### config.mk
export PLATFORM = sky130hd
export DESIGN_NAME = fir_tap_loader_flat
export DESIGN_NICKNAME = d
export VERILOG_FILES = /design/src/rtl/fir_tap_loader_if.sv /design/src/rtl/fir_tap_loader.sv /design/src/flat_wrapper.sv
export SDC_FILE = /design/constraint.sdc
export NUM_CORES = 1
export LEC_CHECK = 0
export CORE_MARGIN = 3
export CORE_UTILIZATION = 55
export CTS_CLUSTER_DIAMETER = 50
export DETAILED_ROUTE_END_ITERATION = 10
export MAX_ROUTING_LAYER = met4
export PLACE_DENSITY_LB_ADDON = 0.1
export SLEW_MARGIN = 30
export SYNTH_ARGS = -nofsm -noshare
export SYNTH_HDL_FRONTEND = slang
export SYNTH_SLANG_ARGS = --single-unit
### constraint.sdc
create_clock -name clk -period 7 [get_ports clk]
set_input_delay 2.1 -clock clk [delete_from_list [all_inputs] [get_ports clk]]
set_output_delay 2.1 -clock clk [all_outputs]
set_load 0.1 [all_outputs]
### src/rtl/fir_tap_loader_if.sv
// fir_tap_loader_if: tap stream handshake from the loader into the FIR tap port
interface fir_tap_loader_if #(
    parameter int G_TAP_WIDTH = 16
);
    logic [G_TAP_WIDTH-1:0] tap_dout;
    logic                   tap_dout_valid;
    logic                   tap_dout_ready;

    modport master (
        output tap_dout,
        output tap_dout_valid,
        input  tap_dout_ready
    );

    modport slave (
        input  tap_dout,
        input  tap_dout_valid,
        output tap_dout_ready
    );
endinterface

### src/rtl/fir_tap_loader.sv
// fir_tap_loader: local tap table that flushes the FIR, then streams every tap in index order
module fir_tap_loader #(
    parameter int G_NUM_TAPS_LOG2 = 4,
    parameter int G_TAP_WIDTH     = 16,
    parameter int G_FLUSH_CYCLES  = 2
) (
    input  logic                       clk,
    input  logic                       reset,
    input  logic [G_NUM_TAPS_LOG2-1:0] cfg_wr_addr,
    input  logic [G_TAP_WIDTH-1:0]     cfg_wr_data,
    input  logic                       cfg_wr_valid,
    output logic                       cfg_wr_err,
    input  logic                       start,
    output logic                       busy,
    output logic                       done,
    output logic                       fir_enable,
    fir_tap_loader_if.master           tap
);
    localparam int T = 1 << G_NUM_TAPS_LOG2;
    localparam logic [G_NUM_TAPS_LOG2-1:0] LAST_IDX = G_NUM_TAPS_LOG2'(T - 1);
    localparam logic [G_NUM_TAPS_LOG2-1:0] ONE_IDX = G_NUM_TAPS_LOG2'(1);
    localparam logic [3:0] FLUSH_INIT = 4'(G_FLUSH_CYCLES - 1);

    typedef enum logic [1:0] {IDLE, FLUSH, STREAM, DONE} state_t;

    state_t                     state, state_nx;
    logic [G_TAP_WIDTH-1:0]     tap_table [T];
    logic [G_NUM_TAPS_LOG2-1:0] idx, idx_nx;
    logic [3:0]                 cnt, cnt_nx;
    logic                       busy_nx, done_nx, en_nx, valid_nx;
    logic [G_TAP_WIDTH-1:0]     dout_nx;
    logic                       xfer;

    assign xfer = tap.tap_dout_valid && tap.tap_dout_ready;

    // Next-state and next-output decode; every output is registered below
    always_comb begin
        state_nx = state;
        cnt_nx   = cnt;
        idx_nx   = idx;
        busy_nx  = busy;
        done_nx  = done;
        en_nx    = fir_enable;
        valid_nx = tap.tap_dout_valid;
        dout_nx  = tap.tap_dout;
        unique case (state)
            IDLE, DONE: begin
                if (start) begin
                    state_nx = FLUSH;
                    busy_nx  = 1'b1;
                    done_nx  = 1'b0;
                    en_nx    = 1'b0;
                    cnt_nx   = FLUSH_INIT;
                end
            end
            FLUSH: begin
                en_nx = 1'b0;
                if (cnt != 4'd0) begin
                    cnt_nx = cnt - 4'd1;
                end else begin
                    state_nx = STREAM;
                    en_nx    = 1'b1;
                    idx_nx   = '0;
                    dout_nx  = tap_table[0];
                    valid_nx = 1'b1;
                end
            end
            STREAM: begin
                if (xfer) begin
                    if (idx != LAST_IDX) begin
                        idx_nx  = idx + ONE_IDX;
                        dout_nx = tap_table[idx + ONE_IDX];
                    end else begin
                        state_nx = DONE;
                        valid_nx = 1'b0;
                        busy_nx  = 1'b0;
                        done_nx  = 1'b1;
                    end
                end
            end
            default: ;
        endcase
    end

    // State and registered outputs; reset aborts any load in progress
    always_ff @(posedge clk) begin
        if (reset) begin
            state              <= IDLE;
            cnt                <= '0;
            idx                <= '0;
            busy               <= 1'b0;
            done               <= 1'b0;
            fir_enable         <= 1'b0;
            tap.tap_dout_valid <= 1'b0;
            tap.tap_dout       <= '0;
        end else begin
            state              <= state_nx;
            cnt                <= cnt_nx;
            idx                <= idx_nx;
            busy               <= busy_nx;
            done               <= done_nx;
            fir_enable         <= en_nx;
            tap.tap_dout_valid <= valid_nx;
            tap.tap_dout       <= dout_nx;
        end
    end

    // Tap table: writes land only while idle or done, so a stream never sees a torn table
    always_ff @(posedge clk) begin
        if (reset) begin
            for (int i = 0; i < T; i++) tap_table[i] <= '0;
        end else if (cfg_wr_valid && !busy) begin
            tap_table[cfg_wr_addr] <= cfg_wr_data;
        end
    end

    // One-cycle error pulse for a write dropped because a load is in progress
    always_ff @(posedge clk) begin
        cfg_wr_err <= reset ? 1'b0 : (cfg_wr_valid && busy);
    end
endmodule

### src/flat_wrapper.sv
// flat-port wrapper written by rule: the top's interface ports become plain ports
module fir_tap_loader_flat 
#(
    parameter int G_NUM_TAPS_LOG2 = 4,
    parameter int G_TAP_WIDTH     = 16,
    parameter int G_FLUSH_CYCLES  = 2
)
  (clk, reset, cfg_wr_addr, cfg_wr_data, cfg_wr_valid, cfg_wr_err, start, busy, done, fir_enable, tap_tap_dout, tap_tap_dout_valid, tap_tap_dout_ready);
  fir_tap_loader_if #(.G_TAP_WIDTH(G_TAP_WIDTH)) tap_i ();
  input  logic clk;
  input  logic reset;
  input  logic [G_NUM_TAPS_LOG2-1:0] cfg_wr_addr;
  input  logic [G_TAP_WIDTH-1:0] cfg_wr_data;
  input  logic cfg_wr_valid;
  output logic cfg_wr_err;
  input  logic start;
  output logic busy;
  output logic done;
  output logic fir_enable;
  output wire logic [$bits(tap_i.tap_dout)-1:0] tap_tap_dout;
  output wire logic [$bits(tap_i.tap_dout_valid)-1:0] tap_tap_dout_valid;
  input wire logic [$bits(tap_i.tap_dout_ready)-1:0] tap_tap_dout_ready;
  assign tap_tap_dout = tap_i.tap_dout;
  assign tap_tap_dout_valid = tap_i.tap_dout_valid;
  assign tap_i.tap_dout_ready = tap_tap_dout_ready;
  fir_tap_loader #(.G_NUM_TAPS_LOG2(G_NUM_TAPS_LOG2), .G_TAP_WIDTH(G_TAP_WIDTH), .G_FLUSH_CYCLES(G_FLUSH_CYCLES)) u_core (.clk(clk), .reset(reset), .cfg_wr_addr(cfg_wr_addr), .cfg_wr_data(cfg_wr_data), .cfg_wr_valid(cfg_wr_valid), .cfg_wr_err(cfg_wr_err), .start(start), .busy(busy), .done(done), .fir_enable(fir_enable), .tap(tap_i));
endmodule
==> results.ini, run 1 <==
[hold_path]
min_from = u_core.tap.tap_dout[7]
worst_hold_path.endpoint = u_core.tap.tap_dout[7]
hold_class = flop to flop
hold_depth = 1

[critical_path]
reg2reg_depth = 5
startpoint_type = input port
worstSetupPathType = input port to flop
required_ns = 7.18
end_kind = flop
r2r-start = u_core.idx[0]
rr_endpoint = u_core.tap.tap_dout[3]
worstPathMaxFanout = 17
arrival_ns = 4.77
reg2reg_slack_ns = 3.62

[power_and_ir_drop]
p_seq_share_pct = 40.5
intPower_uw = 3500
peakVddDrop_mv = 0.239
clkPwrFrac_pct = 34.6
pwr-share-comb_pct = 24.9
p_sw_share_pct = 31.4
p_sw_uw = 1610
p_leak_uw = 0.00531
power_density_mw_per_mm2 = 338

[run]
drv_cap = 0

[floorplanning]
die_y_um = 161
start_util_pct = 57.1
row_count = 55
fp.dieW_um = 161
core-area_mm2 = 0.0231
dieArea_mm2 = 0.0258
ios = 46

[detailed_routing]
drt_pass1_iterations = 5
vias_per_cell = 6.25
routed_wl_um = 34100
drcViolationCount = 0
via_count = 8207
first_iter_violations = 979
postRouteAntennaNets = 0
wl_per_cell_um = 25.9

[timing]
period_share_pct = 65.6
fmax_ghz = 0.218
slew_headroom_pct = 33.0
worst_pin_slew_ns = 1.00
period_needed_ns = 4.60
rsz0062_at_grt = false
final-hold-violation-count = 0
finalClockSkew_ns = 0.0180
fin_ws_ns = 2.41
setup_viol = 0
drv_slew = 0
final.setup.tns_ns = 0

[yosys]
synth_top_area_share_pct = 58.4
synthTopCellsByArea = edfxtp_1 (58%), and2_1 (12%), mux4_2 (11%)
syn_area_per_cell_um2 = 14.0
synth_area_mm2 = 0.0132
ys_types = 45
synthFlopType = edfxtp_1
synth-seq-area-share_pct = 63.1
yosysWarningCount = 0
synth_edf_count = 256
synth_largest_area_cell = edfxtp_1
synthCells = 943
synth_seq_cells = 287
ys_async_sr_fraction_pct = 0
synthesis.nets = 975

[clock_network]
clk_latency_ns = 0.52
postCtsResizedCells = 0
post_cts_buffers = 0
cts.clk_slew.worst_paths_ns = 0.06
cts.sinks = 287
root_buffer = clkbuf_16
cts_buffers = 35
htree_levels = 2
cts_buffer_depth = 3
cts_tree = built
postCtsHoldBufs = 0

[place]
dp_cells = 1252
place.gp.congestion = 0.908
io_buffer_count = 45
place_ws_ns = 1.52
dp_hpwl_um = 20900

[final_layout]
fillers = 1664
layout_commonest_cell = and2_1
diodes = 0
layout_common_cells = and2_1 (258), edfxtp_1 (256), nand2_1 (66), mux4_2 (64), clkdlybuf4s50_1 (45)
final_core_util_pct = 65.5
layout.cells.non_filler = 1314
layout-drive-gt1-share_pct = 16.0
syn_to_final_growth_pct = 14.8
finalNetCount = 1008

[global_routing]
grt_pass1_wl_um = 52100
grt_usage_pct = 27.7
antenna_found_initial = 1
overflow = 0
grt_max_degree = 60
first_global_vias = 8235

[run_status]
status = finished, final reports clean

[per-layer routing]
metal | vias to the layer above | GRT usage, % | wire [um]
met4 | 0 | 7.63 | 868
met2 | 419 | 40.4 | 15700
li1 | 3554 | - | -
met5 | - | - | 0
met1 | 4170 | 40.5 | 14400
met3 | 64 | 5.42 | 3150
[logic make-up (layout without fill, tap and decap cells)]
family                     count (synthesis)  in the layout  share of synthesized area [%]
muxes                                     65             65                           11.2
xor gates and xnor gates                   6              6                          0.456
AOI/OAI and AO/OA                         57             57                           3.08
DFF                                      287            287                           63.1
buffers and inverters                     77            135                           2.32
and+or+nand+nor                          444            444                           19.2
adders and majority gates                  7              7                          0.665
[sequential cells by signal, indices dropped and copies added (netlist names)]
signal / flops
u_core.done: 1
u_core.tap_table: 256
u_core.idx: 4
u_core.busy: 1
u_core.tap.tap_dout: 16
u_core.fir_enable: 1
u_core.state: 2
u_core.cfg_wr_err: 1
u_core.tap.tap_dout_valid: 1
u_core.cnt: 4
[worst max-delay path: stages]
cell	delay, ns
clkdlybuf4s50_1	0.72
nor2b_1	0.35
nand3_1	0.41
nor3_2	0.71
or2_2	0.47
[area by class of cell]
| type | count | area [um^2] | area share, % |
|---|---|---|---|
| sequential | 287 | 8310 | 55.0 |
| clock buffer | 46 | 958 | 6.35 |
| inverter | 7 | 26.3 | 0.174 |
| tap | 313 | 392 | 2.59 |
| multi-input combinational | 579 | 4630 | 30.7 |
| timing repair buffer | 66 | 612 | 4.05 |
| clock inverter | 16 | 173 | 1.14 |
[cells in the mapped netlist (2+ instances only)]
cell type,number
and2_1,258
inv_1,7
edfxtp_1,256
a32o_1,15
buf_1,5
nor2_1,35
o21a_1,2
a31oi_1,3
nand4_1,34
nand2b_1,4
buf_2,7
dfxtp_1,31
nor3_1,8
a211oi_1,2
nor4_1,17
or3_1,2
nand2_1,66
xnor2_1,3
and4_1,2
ha_1,7
mux4_2,64
nor3b_1,2
or2_2,4
nand3_1,5
xor2_1,2
clkbuf_1,57
nor2b_1,3
o21ai_0,19
a21oi_1,7
[how the worst max path moves through the flow]
stage              startpoint                       to  slack [ns]  cells after the start
2_1_floorplan  cfg_wr_addr[0]   u_core.tap_table[4][0]        2.88                      3
3_3_place_gp            reset  u_core.tap_table[3][11]        1.84                      5
3_5_place_dp            reset   u_core.tap_table[3][5]        1.52                      5
4_1_cts                 reset  u_core.tap_table[3][13]        2.06                      5
5_1_grt                 reset   u_core.tap_table[3][8]        2.21                      5
6_report                reset   u_core.tap_table[3][1]        2.41                      5
[stage by stage]
stage,total power (uW),hold slack [ns],cell area (um^2)
floorplan,3010,0.467,13200
global placement,3340,0.459,13900
detailed placement,3370,0.458,14000
CTS,5130,0.472,15100
global route,5290,0.508,15100
finish,5110,0.472,15100
[power groups by stage]
stage / clock network, uW / logic (uW) / registers [uW]
global placement: 0 / 1240 / 2090
floorplan: 0 / 655 / 2350
global route: 1870 / 1340 / 2080
detailed placement: 0 / 1260 / 2100
CTS: 1790 / 1270 / 2070
finish: 1770 / 1270 / 2070
No activity file was read; power rests on OpenSTA's default activity.
==> run 2: changes to the inputs <==
- clock period: 7 -> 3.7 ns (I/O delays scaled with it)
==> run 2 against run 1 <==
  * Cell count increased by 1.9%
  * Highest routed layer unchanged
  * Largest cell class unchanged
  * First-iteration DRC count rose by 6.5%
  * Critical path depth up 2
  * Worst setup slack got worse by 1.5 ns
  * Clock skew decreased by 0.0012 ns
  * Die area did not move
  * Wire length is 1.9% lower
==> results.ini, run 2 (same netlist as run 1, synthesis figures left out) <==
[clock_network]
cts_buffers = 34  ; -2.9%
cts_buffer_depth = 3  ; unchanged
cts.sinks = 287  ; unchanged
htree_levels = 2  ; unchanged
root_buffer = clkbuf_16
post_cts_buffers = 0  ; unchanged
clk_latency_ns = 0.51  ; about the same
postCtsHoldBufs = 0  ; unchanged
cts.clk_slew.worst_paths_ns = 0.06  ; about the same
cts_tree = built
postCtsResizedCells = 0  ; unchanged

[hold_path]
hold_class = flop to flop

[critical_path]
required_ns = 4.15  ; -3.03 ns
arrival_ns = 3.21  ; -1.56 ns
reg2reg_depth = 7  ; +2
path_depth = 7  ; +2
crit_chain = inv_1 -> ha_2 -> nand4_1 -> o21ai_1 -> buf_4 -> o21a_1 -> a32o_1
worstPathMaxFanout = 30  ; +13
slowest_delay_ns = 0.61  ; -0.11 ns
crit_end = u_core.tap.tap_dout[11]
worstSetupPathType = flop to flop
critical-path-top-delay-family = compound AO/OA/AOI/OAI gates
setup.worst_path.start = u_core.state[0]
rr_endpoint = u_core.tap.tap_dout[11]
cp_num_buf_inv = 2  ; +1
reg2reg_slack_ns = 0.94  ; -2.68 ns
r2r-start = u_core.state[0]
startpoint_type = flop
end_kind = flop
cp_slowest_cell = ha_2

[detailed_routing]
drcViolationCount = 0  ; unchanged
postRouteAntennaNets = 0  ; unchanged
drt_pass1_iterations = 6  ; +1
vias_per_cell = 6.10  ; -2.3%
via_count = 8173  ; -0.41%
routed_wl_um = 33500  ; -1.9%
wl_per_cell_um = 25.0  ; -3.7%
first_iter_violations = 1043  ; +6.5%

[final_layout]
largest_reg_flops = 256  ; unchanged
layout_commonest_cell = and2_1
layout_common_cells = and2_1 (258), edfxtp_1 (256), buf_4 (68), nand2_1 (66), mux4_2 (64)
diodes = 0  ; unchanged
layout-drive-gt1-share_pct = 19.6  ; +3.6 points
regMostFlops = u_core.tap_table
layout.cells.non_filler = 1339  ; +1.9%
syn_to_final_growth_pct = 15.2
fillers = 1629  ; -2.1%
top_regs = u_core.tap_table (256), u_core.tap.tap_dout (16)
final_core_util_pct = 65.8  ; +0.24 points
finalNetCount = 1034  ; +2.6%
fin_area_mm2 = 0.0152  ; +0.36%

[floorplanning]
start_util_pct = 57.1  ; unchanged
row_count = 55  ; unchanged
fp.dieW_um = 161  ; unchanged
dieArea_mm2 = 0.0258  ; unchanged
die_y_um = 161  ; unchanged
core-area_mm2 = 0.0231  ; unchanged
ios = 46  ; unchanged

[global_routing]
grt_max_degree = 68  ; +13%
overflow = 0  ; unchanged
grt_usage_pct = 27.3  ; -0.46 points
antenna_found_initial = 0  ; -1
grt_pass1_wl_um = 51300  ; -1.4%
first_global_vias = 8287  ; +0.63%

[power_and_ir_drop]
power_density_mw_per_mm2 = 627  ; +85%
peakVddDrop_mv = 0.512  ; +110%
p_leak_uw = 0.00549  ; +3.4%
power_uw = 9510  ; +86%

[run]
drv_cap = 0  ; unchanged

[place]
dp_cells = 1279  ; +2.2%
place.gp.congestion = 0.927  ; +2.1%
place_area_mm2 = 0.0141  ; +0.86%
io_buffer_count = 45  ; unchanged
dp_hpwl_um = 22000  ; +5.3%

[timing]
fmax_ghz = 0.362
final-hold-violation-count = 0  ; unchanged
final.setup.tns_ns = 0  ; unchanged
slew_headroom_pct = 34.3  ; +1.2 points
finalClockSkew_ns = 0.0168  ; -0.00121 ns
rsz0062_at_grt = false
period_share_pct = 74.6
period_needed_ns = 2.76
setup_viol = 0  ; unchanged
worst_pin_slew_ns = 0.985  ; -0.0163 ns
drv_slew = 0  ; unchanged

[run_status]
status = finished, final reports clean

==> run 2: cell types whose count changed in the layout (fill, tap and decap cells not counted), moves of 2 or more <==
cell and delta:
buf_4 +48, bufinv_16 -2, clkbuf_1 -7, clkbuf_8 -2, clkdlybuf4s50_1 -21, clkinv_2 +7, clkinv_4 +3, clkinvlp_4 -2
nor2_1 +11, nor2_2 -11
==> run 2: how the worst min path moves through the flow <==
stage                     slack (ns)  depth (start not counted)                    from                      to
final                           0.47                          1  u_core.tap.tap_dout[2]  u_core.tap.tap_dout[2]
after global routing            0.49                          1  u_core.tap.tap_dout[2]  u_core.tap.tap_dout[2]
after CTS                       0.48                          1  u_core.tap.tap_dout[2]  u_core.tap.tap_dout[2]
after detailed placement        0.46                          1  u_core.tap.tap_dout[2]  u_core.tap.tap_dout[2]
after global placement          0.46                          2             u_core.done             u_core.done
after floorplan                 0.47                          2           u_core.idx[1]           u_core.idx[1]
==> run 2: report_power, final <==
| part | switching [uW] | internal (uW) |
|---|---|---|
| clock network | 1320 | 1890 |
| logic | 1570 | 838 |
| registers | 132 | 3740 |
==> run 2: cell type report <==
class                   instances  area (um^2)  area share, %
clock buffers                  38          930           6.13
clock inverters                22          159           1.05
inverters                       7         26.3          0.173
multi-input cells             579         4570           30.2
flip-flops and latches        287         8310           54.8
well taps                     313          392           2.58
repair buffers                 93          771           5.08
==> run 2: metal layers <==
| metal | track usage (%) | vias to the layer above | routed length, um |
|---|---|---|---|
| li1 | - | 3621 | - |
| met1 | 37.6 | 4090 | 13500 |
| met2 | 41.2 | 409 | 15800 |
| met3 | 7.12 | 53 | 3360 |
| met4 | 6.80 | 0 | 717 |
| met5 | - | - | 0 |
==> run 2: per-stage QoR <==
stage | setup slack (ns) | hold WS [ns]
after floorplan | 0.571 | 0.467
after global placement | 0.409 | 0.456
after detailed placement | 0.610 | 0.464
after CTS | 1.00 | 0.477
after global routing | 0.783 | 0.490
final | 0.941 | 0.472
==> run 3: changes to the inputs <==
- clock period: 3.7 -> 2.8 ns (I/O delays scaled with it)
==> run 3 against run 2 <==
  * Register-to-register slack worse by 0.49 ns
  * Via count up 1.7%
  * Largest power group unchanged
  * Critical endpoint is now u_core.tap_table[7][4]
  * Largest cell class unchanged
  * Utilization up 1.5 points
  * Highest routed layer unchanged
==> results.ini, run 3 (same netlist as run 1, synthesis figures left out) <==
[floorplanning]
row_count = 55  ; unchanged
ios = 46  ; unchanged
dieArea_mm2 = 0.0258  ; unchanged
core-area_mm2 = 0.0231  ; unchanged
fp.dieW_um = 161  ; unchanged
die_y_um = 161  ; unchanged
start_util_pct = 57.1  ; unchanged

[global_routing]
grt_usage_pct = 28.1  ; +0.87 points
overflow = 0  ; unchanged
grt_max_degree = 50  ; -26%
first_global_vias = 8575  ; +3.5%
busiest_layer = met2
grtUsageMet3_pct = 5.78  ; -1.3 points
grt_pass1_wl_um = 52800  ; +2.9%
antenna_found_initial = 1  ; +1
grt_util_met2_pct = 41.8  ; +0.56 points
globalRouteMet1Util_pct = 39.1  ; +1.5 points

[final_layout]
layout.cells.non_filler = 1369  ; +2.2%
syn_to_final_growth_pct = 17.8
layout_commonest_cell = and2_1
largest_reg_flops = 256  ; unchanged
fin_area_mm2 = 0.0155  ; +2.2%
finalNetCount = 1062  ; +2.7%
layout_common_cells = and2_1 (258), edfxtp_1 (256), buf_4 (87), nand2_1 (66), mux4_2 (64)
diodes = 0  ; unchanged
top_regs = u_core.tap_table (256), u_core.tap.tap_dout (16)
regMostFlops = u_core.tap_table
layout-drive-gt1-share_pct = 20.9  ; +1.3 points

[timing]
period_share_pct = 89.2
period_needed_ns = 2.50
slew_headroom_pct = 36.4  ; +2.2 points
finalClockSkew_ns = 0.0125  ; -0.00430 ns
rsz0062_at_grt = false
worst_pin_slew_ns = 0.950  ; -0.0350 ns
whs_ns = 0.476  ; +0.00413 ns
final-hold-violation-count = 0  ; unchanged
setup_viol = 0  ; unchanged
drv_slew = 0  ; unchanged
fmax_ghz = 0.400

[power_and_ir_drop]
peakVddDrop_mv = 0.624  ; +22%
p_leak_uw = 0.00566  ; +3.2%
power_density_mw_per_mm2 = 827  ; +32%

[place]
io_buffer_count = 45  ; unchanged
dp_cells = 1307  ; +2.2%
place.gp.congestion = 0.918  ; -1.0%
dp_hpwl_um = 22400  ; +1.6%
place_area_mm2 = 0.0144  ; +2.3%

[detailed_routing]
drcViolationCount = 0  ; unchanged
wl_per_cell_um = 25.2  ; +0.74%
drt_pass1_iterations = 7  ; +1
postRouteAntennaNets = 0  ; unchanged
via_count = 8309  ; +1.7%
first_iter_violations = 950  ; -8.9%
routed_wl_um = 34500  ; +3.0%
vias_per_cell = 6.07  ; -0.56%

[clock_network]
post_cts_buffers = 0  ; unchanged
cts.sinks = 287  ; unchanged
clk_latency_ns = 0.51  ; about the same
postCtsHoldBufs = 0  ; unchanged
cts_buffers = 34  ; unchanged
postCtsResizedCells = 0  ; unchanged
root_buffer = clkbuf_16
htree_levels = 2  ; unchanged
cts.clk_slew.worst_paths_ns = 0.06  ; about the same
cts_buffer_depth = 3  ; unchanged
cts_tree = built

[critical_path]
worstSetupPathType = input port to flop
worstPathMaxFanout = 16  ; -47%
required_ns = 3.17  ; -0.98 ns
startpoint_type = input port
arrival_ns = 2.87  ; -0.34 ns
reg2reg_slack_ns = 0.45  ; -0.49 ns
end_kind = flop

[run]
drv_cap = 0  ; unchanged

[run_status]
status = finished, final reports clean

[hold_path]
hold_class = flop to flop

## run 3: changes by cell type in the layout (fill, tap and decap cells not counted), sizes merged
cell / previous run / this run
buf: 69 / 97
bufinv: 1 / 2
clkbuf: 38 / 44
clkinv: 17 / 14
inv: 10 / 8
## run 3: final cells by class
class | count | area [um^2]
flip-flops and latches | 287 | 8310
inverters | 7 | 26.3
repair buffers | 121 | 1090
clock inverters | 18 | 145
clock buffers | 44 | 962
well taps | 313 | 392
multi-input cells | 579 | 4570
fillers | 1658 | 7550
## run 3: final timing paths
check,from,endpoint,cells after the start
worst max-delay path,cfg_wr_valid,u_core.tap_table[7][4],5
worst min-delay path,u_core.tap.tap_dout[14],u_core.tap.tap_dout[14],1
worst max register to register,u_core.idx[0],u_core.tap.tap_dout[3],4
worst min register to register,u_core.tap.tap_dout[14],u_core.tap.tap_dout[14],1
## run 3: critical path, cell delays in order
cell,delay [ns]
clkdlybuf4s50_1,0.47
nor2b_1,0.23
nand3_1,0.29
nor2_1,0.80
and2_1,0.24
## run 3: power breakdown
part           switching (uW)  leakage [uW]  internal (uW)  total [uW]
logic                    2160       0.00221           1210        3370
clock network            1720      0.000542           2620        4340
registers                 167       0.00290           4950        5110
total                    4050       0.00566           8770       12800
## run 3: per-stage QoR
| step | worst slack (ns) | power, uW | TNS [ns] | utilization [%] |
|---|---|---|---|---|
| after global placement | -0.0768 | 8460 | -2.90 | 62.4 |
| after CTS | 0.291 | 12900 | 0 | 67.2 |
| after global routing | 0.187 | 13300 | 0 | 67.2 |
| after detailed placement | -0.216 | 8550 | -10.03 | 62.4 |
| after floorplan | -0.0588 | 7520 | -7.40 | - |
| final | 0.301 | 12800 | 0 | 67.2 |
## run 3: routing by layer
metal / wire (um) / vias up / share of wire (%)
met5: 0 / - / 0
met2: 15700 / 396 / 46
li1: - / 3670 / -
met3: 2980 / 78 / 8.7
met1: 14500 / 4165 / 42
met4: 1250 / 0 / 3.6
